$ cat config.mk
export PLATFORM = sky130hd
export DESIGN_NAME = tpg_flat
export DESIGN_NICKNAME = d
export VERILOG_FILES = /design/src/rtl/tpg_if.sv /design/src/rtl/tpg.sv /design/src/flat_wrapper.sv
export SDC_FILE = /design/constraint.sdc
export NUM_CORES = 1
export LEC_CHECK = 0
export BUFFER_PORTS_ARGS = -buffer_cell sky130_fd_sc_hd__clkbuf_2
export CORE_MARGIN = 1.5
export CORE_UTILIZATION = 54
export DETAILED_ROUTE_END_ITERATION = 8
export PLACE_DENSITY = 0.78
export SLEW_MARGIN = 20
export SYNTH_ARGS = -nofsm -noshare
export SYNTH_HDL_FRONTEND = slang
export SYNTH_SLANG_ARGS = --single-unit
export TNS_END_PERCENT = 5
$ cat constraint.sdc
create_clock -name dpclk -period 3.4 [get_ports dpclk]
set_input_delay 0.34 -clock dpclk [delete_from_list [all_inputs] [get_ports dpclk]]
set_output_delay 0.34 -clock dpclk [all_outputs]
set_load 0.01 [all_outputs]
$ cat src/rtl/tpg_if.sv
// Pixel-FIFO read port between the test-pattern source and the stuffer.
// The source drives the word, empty and start-of-frame flags; the stuffer drives the read strobe.
`ifndef ATTRMAX
`define ATTRMAX 31
`endif

interface tpg_if;
    logic [47:0] fifodo;
    logic        fifoempty;
    logic        fifosof;
    logic        fiforden;

    modport master (output fifodo, output fifoempty, output fifosof, input fiforden);
    modport slave  (input fifodo, input fifoempty, input fifosof, output fiforden);
endinterface

$ cat src/rtl/tpg.sv
// Video test-pattern generator that looks like a first-word-fall-through pixel FIFO.
// Emits two 24-bit RGB pixels per word in raster order, sized by hact/vact from attr.
`ifndef ATTRMAX
`define ATTRMAX 31
`endif

module tpg (
    input  logic              dpclk,
    input  logic              reset,
    input  logic [`ATTRMAX:0] attr,
    input  logic              en,
    input  logic [1:0]        patsel,
    tpg_if.master             fifo,
    output logic [7:0]        frame
);

    logic [15:0] vact;
    logic [15:0] hact;
    logic [15:0] barW;
    logic [15:0] nextCnt;

    logic [15:0] x_q, x_d;
    logic [15:0] y_q, y_d;
    logic [15:0] barCnt_q, barCnt_d;
    logic [2:0]  barIdx_q, barIdx_d;
    logic [1:0]  pat_q, pat_d;
    logic [47:0] do_q, do_d;
    logic        empty_q, empty_d;
    logic        sof_q, sof_d;
    logic        last_q, last_d;
    logic [7:0]  frame_q, frame_d;

    logic [1:0]  patCur;
    logic        geomOk;
    logic        atOrigin;
    logic        eol;
    logic        eof;
    logic        consume;
    logic        load;

    assign vact = attr[15:0];
    assign hact = attr[31:16];
    assign barW = {hact[15:4], 1'b0};

    assign geomOk   = (hact >= 16'd2) && (vact != 16'd0);
    assign atOrigin = (x_q == 16'd0) && (y_q == 16'd0);
    assign eol      = ({1'b0, x_q} + 17'd2) >= {1'b0, hact};
    assign eof      = eol && (({1'b0, y_q} + 17'd1) >= {1'b0, vact});
    assign consume  = !empty_q && fifo.fiforden;
    assign load     = geomOk && en && (empty_q || fifo.fiforden);
    assign patCur   = atOrigin ? patsel : pat_q;
    assign nextCnt  = barCnt_q + 16'd2;
    assign frame_d  = frame_q + {7'd0, consume && last_q};

    function automatic logic [23:0] pixel(input logic [1:0] pat, input logic [7:0] px,
                                          input logic [7:0] py, input logic [7:0] f,
                                          input logic [2:0] bar);
        logic [23:0] c;
        c = 24'h000000;
        case (pat)
            2'd0: begin
                case (bar)
                    3'd0:    c = 24'hFFFFFF;
                    3'd1:    c = 24'hFFFF00;
                    3'd2:    c = 24'h00FFFF;
                    3'd3:    c = 24'h00FF00;
                    3'd4:    c = 24'hFF00FF;
                    3'd5:    c = 24'hFF0000;
                    3'd6:    c = 24'h0000FF;
                    default: c = 24'h000000;
                endcase
            end
            2'd1:    c = {px, px, px};
            2'd2:    c = (px[3] ^ py[3] ^ f[0]) ? 24'hFFFFFF : 24'h000000;
            default: c = {px + f, py + f, px ^ py};
        endcase
        return c;
    endfunction

    // The frame number seen by a new word already includes a completion happening this cycle.
    always_comb begin
        x_d      = x_q;
        y_d      = y_q;
        barCnt_d = barCnt_q;
        barIdx_d = barIdx_q;
        pat_d    = pat_q;
        do_d     = do_q;
        empty_d  = empty_q;
        sof_d    = sof_q;
        last_d   = last_q;
        if (load) begin
            do_d    = {pixel(patCur, x_q[7:0] + 8'd1, y_q[7:0], frame_d, barIdx_q),
                       pixel(patCur, x_q[7:0], y_q[7:0], frame_d, barIdx_q)};
            empty_d = 1'b0;
            sof_d   = atOrigin;
            last_d  = eof;
            pat_d   = patCur;
            if (eol) begin
                x_d      = 16'd0;
                y_d      = eof ? 16'd0 : y_q + 16'd1;
                barCnt_d = 16'd0;
                barIdx_d = 3'd0;
            end else begin
                x_d = x_q + 16'd2;
                if (nextCnt >= barW) begin
                    barCnt_d = 16'd0;
                    barIdx_d = (barIdx_q == 3'd7) ? 3'd7 : barIdx_q + 3'd1;
                end else begin
                    barCnt_d = nextCnt;
                end
            end
        end else if (consume) begin
            empty_d = 1'b1;
        end
    end

    always_ff @(posedge dpclk) begin
        if (reset) begin
            x_q      <= 16'd0;
            y_q      <= 16'd0;
            barCnt_q <= 16'd0;
            barIdx_q <= 3'd0;
            pat_q    <= patsel;
            do_q     <= 48'd0;
            empty_q  <= 1'b1;
            sof_q    <= 1'b0;
            last_q   <= 1'b0;
            frame_q  <= 8'd0;
        end else begin
            x_q      <= x_d;
            y_q      <= y_d;
            barCnt_q <= barCnt_d;
            barIdx_q <= barIdx_d;
            pat_q    <= pat_d;
            do_q     <= do_d;
            empty_q  <= empty_d;
            sof_q    <= sof_d;
            last_q   <= last_d;
            frame_q  <= frame_d;
        end
    end

    assign fifo.fifodo    = do_q;
    assign fifo.fifoempty = empty_q;
    assign fifo.fifosof   = sof_q;
    assign frame          = frame_q;

endmodule

$ cat src/flat_wrapper.sv
// flat-port wrapper written by rule: the top's interface ports become plain ports
module tpg_flat 
  (dpclk, reset, attr, en, patsel, frame, fifo_fifodo, fifo_fifoempty, fifo_fifosof, fifo_fiforden);
  tpg_if fifo_i ();
  input  logic dpclk;
  input  logic reset;
  input  logic [`ATTRMAX:0] attr;
  input  logic en;
  input  logic [1:0] patsel;
  output logic [7:0] frame;
  output wire logic [$bits(fifo_i.fifodo)-1:0] fifo_fifodo;
  output wire logic [$bits(fifo_i.fifoempty)-1:0] fifo_fifoempty;
  output wire logic [$bits(fifo_i.fifosof)-1:0] fifo_fifosof;
  input wire logic [$bits(fifo_i.fiforden)-1:0] fifo_fiforden;
  assign fifo_fifodo = fifo_i.fifodo;
  assign fifo_fifoempty = fifo_i.fifoempty;
  assign fifo_fifosof = fifo_i.fifosof;
  assign fifo_i.fiforden = fifo_fiforden;
  tpg u_core (.dpclk(dpclk), .reset(reset), .attr(attr), .en(en), .patsel(patsel), .fifo(fifo_i), .frame(frame));
endmodule
==> flow_metrics.env <==
export IMPL_status="complete, no violations"
export IMPL_criticalPathCategory="reg -> reg"
export IMPL_grt_first_pass_wirelength_um=33100
export IMPL_numCtsBuffers=9
export IMPL_cp_arrival_ps=3520
export IMPL_intPower_mw=2.14
export IMPL_placed_area_um2=8630
export IMPL_worst_slew_pin_transition_ps=842
export IMPL_grt_pass1_vias=6567
export IMPL_worstPathRequired_ps=3690
export IMPL_finalSetupViolCount=0
export IMPL_die_w_um=123
export IMPL_critPathSlowestCell="or4_1"
export IMPL_syn_area_um2=7840
export IMPL_sequentialPowerShare_pct=45.3
export IMPL_synth_seq_cells=110
export IMPL_synthDistinctLibCells=88
export IMPL_fin_nets=1113
export IMPL_synth_edf_count=2
export IMPL_synth_seq_area_share_pct=28.4
export IMPL_clkSinkCount=110
export IMPL_synth_top_cell_area_share_pct=27.6
export IMPL_vias=7192
export IMPL_setup_tns_ps=0
export IMPL_io_buffers=95
export IMPL_fmax_ghz=0.310
export IMPL_drc=0
export IMPL_fin_crit_sh_pct=94.9
export IMPL_holdCritPathClass="in -> reg"
export IMPL_clkPwrFrac_pct=34.8
export IMPL_syn_nets=1014
export IMPL_async_flop_share_pct=0
export IMPL_row_count=43
export IMPL_num_antenna_cells=0
export IMPL_syn_inst=901
export IMPL_r2r_cells=11
export IMPL_clk_latency_ps=370
export IMPL_synth_area_leader_cell="dfxtp_1"
export IMPL_hold_path_end="u_core.pat_q[1]$_DFFE_PP_"
export IMPL_ys_top_cells_by_area="dfxtp_1, ha_1, xor2_1, a21oi_1, xnor2_1"
export IMPL_r2r_end="u_core.barIdx_q[1]$_SDFFE_PP0P_"
export IMPL_worst_path_max_fanout=6
export IMPL_post_drt_wl_per_cell_um=17.7
export IMPL_layout_cells_non_filler=1185
export IMPL_hold_depth=2
export IMPL_maxCapViolations=0
export IMPL_power_net_switching_uw=992
export IMPL_io_pins=96
export IMPL_slowest_delay_ps=480
export IMPL_design_area_um2=9000
export IMPL_grt_max_degree=33
export IMPL_fill_cells=1170
export IMPL_die_h_um=123
export IMPL_ys_flop_type="dfxtp_1"
export IMPL_drt_vias_per_instance=6.07
export IMPL_track_usage_pct=27.9
export IMPL_ff2ff_setup_slack_ps=170
export IMPL_fin_skew_ps=10.3
export IMPL_post_cts_buffers=0
export IMPL_synth_area_per_cell_um2=8.70
export IMPL_globalplace_congestion=0.961
export IMPL_start_util_pct=55.8
export IMPL_hp_start="patsel[1]"
export IMPL_leakage_nw=4.26
export IMPL_relSlewSlack_pct=43.7
export IMPL_final_antenna_net_count=0
export IMPL_h_tree_depth=3
export IMPL_drt_initial_drc_count=627
export IMPL_ir_drop_mv=0.255
export IMPL_startpoint_type="flip-flop"
export IMPL_final_hold_viol_count=0
export IMPL_die_area_um2=15200
export IMPL_drive_gt1_share_pct=21.3
export IMPL_syn_to_final_growth_pct=14.9
export IMPL_hold_buffers=0
export IMPL_gr_total_overflow=0
export IMPL_path_clk_slew_ps=80
export IMPL_routed_wl_um=20900
export IMPL_hpwlAfterDp_um=16300
export IMPL_cts_root_buffer="clkbuf_16"
export IMPL_endpoint_kind="flip-flop"
export IMPL_ys_warnings_count=0
export IMPL_crit_chain="and3_1, nand4_1, nor2_1, xor2_1, ha_1, nand3_1, nor3_1, o2bb2ai_1, or3_4, or4_1, o221ai_1"
export IMPL_setup_slack_ps=173
export IMPL_p_sw_share_pct=31.6
export IMPL_ctsLongestPathBuffers=2
export IMPL_fin_crit_ps=3230
export IMPL_place_inst=1169
export IMPL_power_density_nw_per_um2=348
export IMPL_grt_antenna_before_repair=0
export IMPL_slew_viol_final=0
export IMPL_cts_tree="built"
export IMPL_core_area_um2=14000
export IMPL_p_comb_share_pct=19.8
export IMPL_pre_cts_ws_ps=-31.2
export IMPL_firstDrtPassIters=5
export IMPL_r2r_start="u_core.x_q[10]$_SDFFE_PP0P_"
==> cell usage after synthesis (all sizes together) (7+ instances only) <==
master / number
dfxtp: 108
or3: 9
a32o: 10
nand2: 69
a311oi: 26
nand4b: 12
nand2b: 8
buf: 32
and2: 16
o21ai: 38
nor2: 50
nor4: 17
a31oi: 21
xor2: 36
nor3: 15
ha: 72
nand4: 17
clkbuf: 21
and3: 16
xnor2: 31
inv: 51
a21o: 36
a41oi: 7
a21oi: 58
nand3: 30
==> per-layer routing <==
metal,GRT usage (%),routed length (µm)
met3,4.34,1400
met2,44.0,9330
met4,8.19,406
met1,39.3,9790
met5,0,0
==> repair_timing <==
item | CTS | global route
pin swaps | 0 | 1
endpoints found under the setup margin | 2 | 25
resized for setup | 1 | 14
==> state kept, by name, indices dropped and copies added, names as in the netlist <==
register,count
u_core.barCnt_q,15
u_core.barIdx_q,3
u_core.fifo.fifodo,48
u_core.fifo.fifoempty,1
u_core.fifo.fifosof,1
u_core.frame,8
u_core.last_q,1
u_core.pat_q,2
u_core.x_q,15
u_core.y_q,16
==> critical path: cells and delay by family (launching register included) <==
kind	cells	cell delay [ps]
AO/OA/AOI/OAI	2	370
XOR/XNOR	1	250
adder cells (fa/ha/maj)	1	310
flip-flops	1	420
AND/OR/NAND/NOR	7	1800
==> stage by stage <==
| stage | utilization [%] | hold slack (ps) | power (mW) |
|---|---|---|---|
| after global routing | 64.1 | 374 | 3.27 |
| after floorplan | - | 432 | 1.87 |
| after detailed placement | 61.5 | 439 | 2.06 |
| final | 64.1 | 352 | 3.13 |
| after CTS | 63.7 | 345 | 3.15 |
| after global placement | 61.5 | 432 | 2.05 |
==> worst max-delay path by stage <==
| stage | from | to | slack, ps | cells past startpoint |
|---|---|---|---|---|
| after global routing | u_core.y_q[1]$_SDFFE_PP0P_ | u_core.y_q[1]$_SDFFE_PP0P_ | -20 | 12 |
| after CTS | u_core.y_q[0]$_SDFFE_PP0P_ | u_core.y_q[7]$_SDFFE_PP0P_ | 60 | 12 |
| after floorplan | u_core.y_q[1]$_SDFFE_PP0P_ | u_core.y_q[7]$_SDFFE_PP0P_ | 50 | 13 |
| after detailed placement | fifo_fiforden | u_core.fifo.fifodo[23]$_SDFFE_PP0P_ | -30 | 13 |
| after global placement | fifo_fiforden | u_core.fifo.fifodo[23]$_SDFFE_PP0P_ | 10 | 13 |
| final | u_core.x_q[10]$_SDFFE_PP0P_ | u_core.barIdx_q[1]$_SDFFE_PP0P_ | 170 | 11 |
==> power by group through the flow <==
stage / logic, mW / clock network, mW / registers [mW]
2_1_floorplan: 0.403 / 0 / 1.47
3_3_place_gp: 0.602 / 0 / 1.45
3_5_place_dp: 0.614 / 0 / 1.45
4_1_cts: 0.616 / 1.11 / 1.42
5_1_grt: 0.685 / 1.15 / 1.43
6_report: 0.622 / 1.09 / 1.42
==> logic make-up after synthesis <==
kind of cell	share of synthesized area, %
multiplexers	0.958
AND/OR/NAND/NOR	20.3
XOR/XNOR	7.78
adder cells (fa/ha/maj)	12.3
buffers and inverters	5.86
AO/OA/AOI/OAI	24.4
flip-flops	28.4
other	0.0479
==> final cells by class <==
class	count	area [µm²]	share of cell area (%)
clock inverters	7	88.8	0.987
repair buffers	141	825	9.16
well taps	180	225	2.50
multi-input cells	687	5220	58.0
clock buffers	9	225	2.50
flip-flops and latches	110	2220	24.7
inverters	51	191	2.13
==> cells in the final DEF, fill, tap and decap left out, drive strengths merged, types with 7 or more instances in the layout <==
cell	n
a31oi	21
clkbuf	104
inv	53
nor2	50
nand2b	8
or3	9
nor4	17
xor2	36
nand4	17
o21ai	38
dfxtp	108
a21o	36
a311oi	26
a21oi	58
xnor2	31
buf	46
nand3	30
ha	72
nand2	69
a32o	10
nor3	15
nand4b	12
and3	16
a41oi	7
and2	16
Note: power is estimated with default switching activity, not from simulation.
